$ cat src/rtl/sd_spi_pkg.sv
// Shared types and register map for the SD-card SPI master.
// Used by sd_spi_master and sd_spi_edge.
package sd_spi_pkg;

  typedef enum logic [2:0] {
    IDLE,
    LOAD,
    LOW,
    HIGH,
    DONE
  } spi_state_t;

  localparam logic [15:0] CTRL_OFS = 16'd0;
  localparam logic [15:0] DATA_OFS = 16'd1;

  localparam int FAST_BIT = 7;
  localparam int BUSY_BIT = 6;
  localparam int OVR_BIT  = 5;

  localparam logic [7:0] RX_RESET = 8'hFF;

  // Control register readback: {fast, busy, ovr, 0, cs[3:0]}.
  function automatic logic [7:0] ctrl_word(input logic fast, input logic busy,
                                           input logic ovr, input logic [3:0] cs);
    logic [7:0] w;
    w           = 8'h00;
    w[3:0]      = cs;
    w[OVR_BIT]  = ovr;
    w[BUSY_BIT] = busy;
    w[FAST_BIT] = fast;
    return w;
  endfunction

endpackage

$ cat src/rtl/sd_spi_edge.sv
// One-cycle strobe on the falling edge of an active-low bus level.
// A level held low for many cycles yields exactly one strobe.
module sd_spi_edge (
  input  logic clk64,
  input  logic reset,
  input  logic level_n,
  output logic strobe
);

  logic level_q;

  // NOTE: sequential state uses non-blocking assignments so every register
  // samples the pre-edge values of its inputs.
  always_ff @(posedge clk64 or posedge reset) begin
    if (reset) level_q <= 1'b1;
    else       level_q <= level_n;
  end

  assign strobe = level_q & ~level_n;

endmodule

$ cat src/rtl/sd_spi_master.sv
// Byte-wide SPI mode-0 master for the SD card on the CPU bus (control at
// BASE_ADDR, data at BASE_ADDR+1). Define SD_SPI_AUTOREAD_EN for read-triggered transfers.
module sd_spi_master
  import sd_spi_pkg::*;
#(
  parameter logic [15:0] BASE_ADDR = 16'hF700,
  parameter int          NUM_CS    = 1,
  parameter int          DIV_SLOW  = 80,
  parameter int          DIV_FAST  = 2
) (
  input  logic              clk64,
  input  logic              reset,
  input  logic [15:0]       adr,
  input  logic [7:0]        wdata,
  input  logic              we_n,
  input  logic              oe_n,
  output logic [7:0]        rdata,
  output logic              sel,
  output logic              sd_clk,
  output logic              sd_mosi,
  input  logic              sd_miso,
  output logic [NUM_CS-1:0] sd_cs_n,
  output logic              busy
);

  localparam int          DIV_MAX  = (DIV_SLOW > DIV_FAST) ? DIV_SLOW : DIV_FAST;
  localparam int          HALF_W   = $clog2(DIV_MAX + 1);
  localparam logic [15:0] CTRL_ADR = BASE_ADDR + CTRL_OFS;
  localparam logic [15:0] DATA_ADR = BASE_ADDR + DATA_OFS;

  spi_state_t        state;
  logic [7:0]        shift_q;
  logic [7:0]        rx_byte;
  logic [2:0]        bit_cnt;
  logic [HALF_W-1:0] half_cnt;
  logic [HALF_W-1:0] half_reload;
  logic              fast;
  logic              ovr;
  logic [NUM_CS-1:0] cs;

  logic ctrl_hit, data_hit;
  logic wr_stb, ctrl_wr, data_wr;
  logic rd_start, start;
  logic [7:0] start_byte;

  assign ctrl_hit = (adr == CTRL_ADR);
  assign data_hit = (adr == DATA_ADR);
  assign sel      = (ctrl_hit | data_hit) & ~oe_n;

  sd_spi_edge u_we_edge (
    .clk64   (clk64),
    .reset   (reset),
    .level_n (we_n),
    .strobe  (wr_stb)
  );

  assign ctrl_wr = wr_stb & ctrl_hit;
  assign data_wr = wr_stb & data_hit;

`ifdef SD_SPI_AUTOREAD_EN
  logic rd_stb;

  sd_spi_edge u_oe_edge (
    .clk64   (clk64),
    .reset   (reset),
    .level_n (oe_n),
    .strobe  (rd_stb)
  );

  // The read itself returns the old rx byte; the dummy 0xFF shift follows.
  assign rd_start = rd_stb & data_hit & (state == IDLE);
`else
  assign rd_start = 1'b0;
`endif

  assign start       = (state == IDLE) & (data_wr | rd_start);
  assign start_byte  = data_wr ? wdata : 8'hFF;
  assign half_reload = fast ? HALF_W'(DIV_FAST - 1) : HALF_W'(DIV_SLOW - 1);
  assign sd_cs_n     = ~cs;

  always_ff @(posedge clk64 or posedge reset) begin
    if (reset) begin
      cs   <= '0;
      fast <= 1'b0;
      ovr  <= 1'b0;
    end else begin
      if (ctrl_wr) begin
        cs   <= wdata[NUM_CS-1:0];
        fast <= wdata[FAST_BIT];
      end
      // DONE still counts as busy, so a write landing there is an overrun.
      if (data_wr && state != IDLE) ovr <= 1'b1;
      else if (ctrl_wr && wdata[OVR_BIT]) ovr <= 1'b0;
    end
  end

  always_ff @(posedge clk64 or posedge reset) begin
    if (reset) begin
      state    <= IDLE;
      sd_clk   <= 1'b0;
      sd_mosi  <= 1'b1;
      shift_q  <= 8'hFF;
      rx_byte  <= RX_RESET;
      bit_cnt  <= 3'd0;
      half_cnt <= '0;
      busy     <= 1'b0;
    end else begin
      case (state)
        IDLE: begin
          // Byte captured here: wdata is only guaranteed on the strobe cycle.
          if (start) begin
            shift_q <= start_byte;
            busy    <= 1'b1;
            state   <= LOAD;
          end
        end
        LOAD: begin
          sd_mosi  <= shift_q[7];
          bit_cnt  <= 3'd0;
          half_cnt <= half_reload;
          state    <= LOW;
        end
        LOW: begin
          if (half_cnt == '0) begin
            sd_clk   <= 1'b1;
            shift_q  <= {shift_q[6:0], sd_miso};
            half_cnt <= half_reload;
            state    <= HIGH;
          end else begin
            half_cnt <= half_cnt - 1'b1;
          end
        end
        HIGH: begin
          if (half_cnt == '0) begin
            sd_clk   <= 1'b0;
            half_cnt <= half_reload;
            if (bit_cnt == 3'd7) begin
              sd_mosi <= 1'b1;
              state   <= DONE;
            end else begin
              sd_mosi <= shift_q[7];
              bit_cnt <= bit_cnt + 3'd1;
              state   <= LOW;
            end
          end else begin
            half_cnt <= half_cnt - 1'b1;
          end
        end
        DONE: begin
          rx_byte <= shift_q;
          busy    <= 1'b0;
          state   <= IDLE;
        end
        default: state <= IDLE;
      endcase
    end
  end

  always_comb begin
    // NOTE: rdata gets a default before the conditional override so no
    // path leaves it unassigned (which would infer a latch).
    rdata = ctrl_word(fast, busy, ovr, 4'(cs));
    if (data_hit) rdata = rx_byte;
  end

endmodule

$ cat config.mk
export PLATFORM = sky130hd
export DESIGN_NAME = sd_spi_master
export DESIGN_NICKNAME = d
export VERILOG_FILES = /design/src/rtl/sd_spi_pkg.sv /design/src/rtl/sd_spi_edge.sv /design/src/rtl/sd_spi_master.sv
export SDC_FILE = /design/constraint.sdc
export NUM_CORES = 1
export LEC_CHECK = 0
export ABC_AREA = 0
export CAP_MARGIN = 20
export CORE_ASPECT_RATIO = 0.8
export CORE_UTILIZATION = 46
export CTS_CLUSTER_DIAMETER = 30
export DETAILED_ROUTE_END_ITERATION = 16
export GPL_ROUTABILITY_DRIVEN = 1
export PLACE_DENSITY = 0.78
export SYNTH_ARGS = -nofsm -noshare
export SYNTH_HDL_FRONTEND = slang
export SYNTH_HIERARCHICAL = 1
export SYNTH_SLANG_ARGS = --single-unit
export TNS_END_PERCENT = 5
$ cat constraint.sdc
create_clock -name clk64 -period 2.55 [get_ports clk64]
set_clock_uncertainty 0.15 [all_clocks]
set_input_delay 0.51 -clock clk64 [delete_from_list [all_inputs] [get_ports clk64]]
set_output_delay 0.51 -clock clk64 [all_outputs]
set_load 0.02 [all_outputs]
==> results_dict.tcl <==
set metrics [dict create \
    cp-end-kind "output pin" \
    min_period_ps 2760 \
    status "complete, but fails checks" \
    critPathTopFamily "simple AND/OR/NAND/NOR gates" \
    p_leak_nw 1.12 \
    postLayoutCoreUtil_pct 64.7 \
    startpoint "adr[6]" \
    power_density_nw_per_um2 662 \
    clk_root_buffer_cell "clkbuf_8" \
    relSlewSlack_pct 52.2 \
    cts_buffers 5 \
    ys_types 52 \
    finalSetupViolations 9 \
    drive_gt1_share_pct 34.8 \
    nNetsFinal 276 \
    io_buffers 41 \
    place_ws_ps -1010 \
    initial_core_util_pct 48.0 \
    clock-sinks 36 \
    clk_path_buf_depth 2 \
    die-width_um 75.8 \
    viasPerCell 5.81 \
    worstReg2RegEnd "bit_cnt[0]" \
    hold_path_startpoint "bit_cnt[1]" \
    hp-class "flop to flop" \
    reg2reg_slack_ps 250 \
    finalSetupTns_ps -1230 \
    crit_end "rdata[0]" \
    ant_nets 0 \
    path_cells "clkbuf_2 > or4b_4 > nor4_4 > buf_6 > mux2_4 > buf_6" \
    fp-row-count 21 \
    cpMostUsedCell "buf_6" \
    holdBufCountCts 0 \
    period_share_pct 108 \
    dr_total_vias 1748 \
    cts_max_level 2 \
    path_clk_slew_ps 80 \
    dieHeight_um 61.1 \
    synth_top_area_share_pct 23.6 \
    ys_async_sr_fraction_pct 100 \
    rr_startpoint "half_cnt[3]" \
    finalNonFillerCells 301 \
    violations "negative setup slack" \
    crit_buf_inv 3 \
    slowest_delay_ps 550 \
    post-route-drc-count 0 \
    diodes 0 \
    pin_count 42 \
    wl_per_cell_um 15.7 \
    drt_wl_total_mm 4.73 \
    overflow 0 \
    clock.fmax_mhz 363 \
    grt_use_total_pct 23.1 \
    syn_area_sq_um 2010 \
    yosys_warnings 6 \
    cp_slowest_cell "or4b_4" \
    grt_pass1_vias 1657 \
    ys.flop_type "dfstp_2" \
    crit_path_start_kind "input pin" \
    rsz0062_at_grt "yes" \
    reg2regPathDepth 4 \
    final-max-slew-violation-count 0 \
    syn_area_per_cell_sq_um 10.7 \
    crit_type "input pin to output pin" \
    antenna_found_initial 0 \
    fin_ws_ps -208 \
    core-area_sq_um 4180 \
    ys_seq_area_share_pct 46.0 \
    syn_nets 221 \
    final_cell_mix "20 x clkdlybuf4s50_1, 18 x dfrtp_1, 18 x dfstp_2" \
    synth_edf_count 0 \
    area_delta_synth_final_pct 34.8 \
    ys_ff_latch 36 \
    drt_iter0_markers 180 \
    synth_area_leaders "dfstp_2 24%, dfrtp_1 22%, mux2_2 7.9%" \
    synth_top_area_cell "dfstp_2" \
    n_fill_cell 336 \
    cp_max_fo 5 \
    crit_required_ps 1890 \
    worstPathArrival_ps 2100 \
    dp_cells 289 \
    hold_viol 0 \
    worstMarginPinSlew_ps 714 \
    cp.depth 6 \
    die_area_sq_um 4630 \
    dp_hpwl_mm 3.36 \
    place_congestion 0.793 \
    grt_pass1_wl_mm 7.78 \
    grt_max_degree 36 \
    drt_first_pass_iters 4 \
    vdd_drop_max_uv 460 \
    final_common_cell "clkdlybuf4s50_1" \
    cts_tree "yes" \
    postSynthCellCount 188 \
    drv_cap 0 \
    clock_latency_ps 290 \
]
-- routing by layer --
metal  GRT usage, %  share of wire, %  wire, um  up-vias
li1               -                 -         -      834
met1           33.5                47      2220      850
met2           34.4                47      2200       59
met3           4.58               5.6       263        5
met4           8.73              0.99        47        0
met5              0                 0         0        -
-- kinds of logic after synthesis --
kind of cell / Yosys count / share of synthesized area [%]
AND/OR/NAND/NOR: 59 / 18.7
multiplexers: 16 / 9.11
buffers and inverters: 18 / 3.87
adder cells (fa/ha/maj): 4 / 2.50
AO/OA/AOI/OAI: 54 / 19.3
flip-flops: 36 / 46.0
XOR/XNOR: 1 / 0.437
-- synth_stat cells, types with 2 or more instances --
master,number
dfrtp_1,18
and3_1,2
and2_1,6
clkbuf_1,4
a21o_1,3
buf_1,2
nand4_1,2
or3_1,5
nand2_1,3
a22oi_1,9
nor2b_1,2
dfstp_2,18
mux2_2,14
nor3_1,15
a21oi_1,2
buf_2,2
ha_1,4
o22a_1,4
a32oi_1,2
inv_1,9
a22o_1,2
a31oi_1,2
nand3_1,3
nor2_1,5
nor4_1,2
o211ai_1,10
o21ai_0,2
o21ai_1,9
nand2b_1,3
or4_1,2
-- worst register-to-register path, delay by kind of cell (launching register included) --
kind / cells / cell delay [ps]
compound gates: 1 / 220
mux: 1 / 260
simple gates: 2 / 1140
flops: 1 / 430
-- flip-flops by register name, summed over array words and instances, names as in the netlist, 3 cells and up --
name / count
bit_cnt: 3
state: 3
rx_byte: 8
half_cnt: 7
shift_q: 8
-- metrics by stage --
stage | area, sq um | power [mW] | hold slack [ps]
6_report | 2700 | 1.79 | 362
5_1_grt | 2700 | 1.91 | 391
4_1_cts | 2700 | 1.80 | 366
3_5_place_dp | 2540 | 1.31 | 353
3_3_place_gp | 2540 | 1.29 | 336
2_1_floorplan | 2020 | 1.14 | 250
-- how the worst min path moves through the flow --
stage                             end  cells after the start
detailed placement         bit_cnt[1]                      1
CTS                        shift_q[2]                      2
finish                     bit_cnt[1]                      1
floorplan           u_we_edge/level_q                      1
global route        u_we_edge/level_q                      2
global placement           bit_cnt[1]                      1
-- power by group --
group / switching [mW] / leakage [nW] / total, mW / internal (mW)
sequential: 0.106 / 0.409 / 0.774 / 0.667
combinational: 0.275 / 0.660 / 0.522 / 0.247
clock: 0.203 / 0.0552 / 0.493 / 0.290
-- what timing repair did --
item,4_1_cts,5_1_grt
gates resized for setup,84,11
endpoints found under the setup margin,11,9
cloned,1,0
pin swaps,4,5
setup buffers,3,0
-- layout make-up --
cell class              instances  area, sq um  area share (%)
inverters                       9         33.8            1.25
repair buffers                 57          515            19.1
flip-flops and latches         36          923            34.2
clock buffers                   6         72.6            2.68
well taps                      57         71.3            2.64
multi-input cells             134         1050            38.9
clock inverters                 2         35.0            1.30
Note: power is estimated with default switching activity, not from simulation.
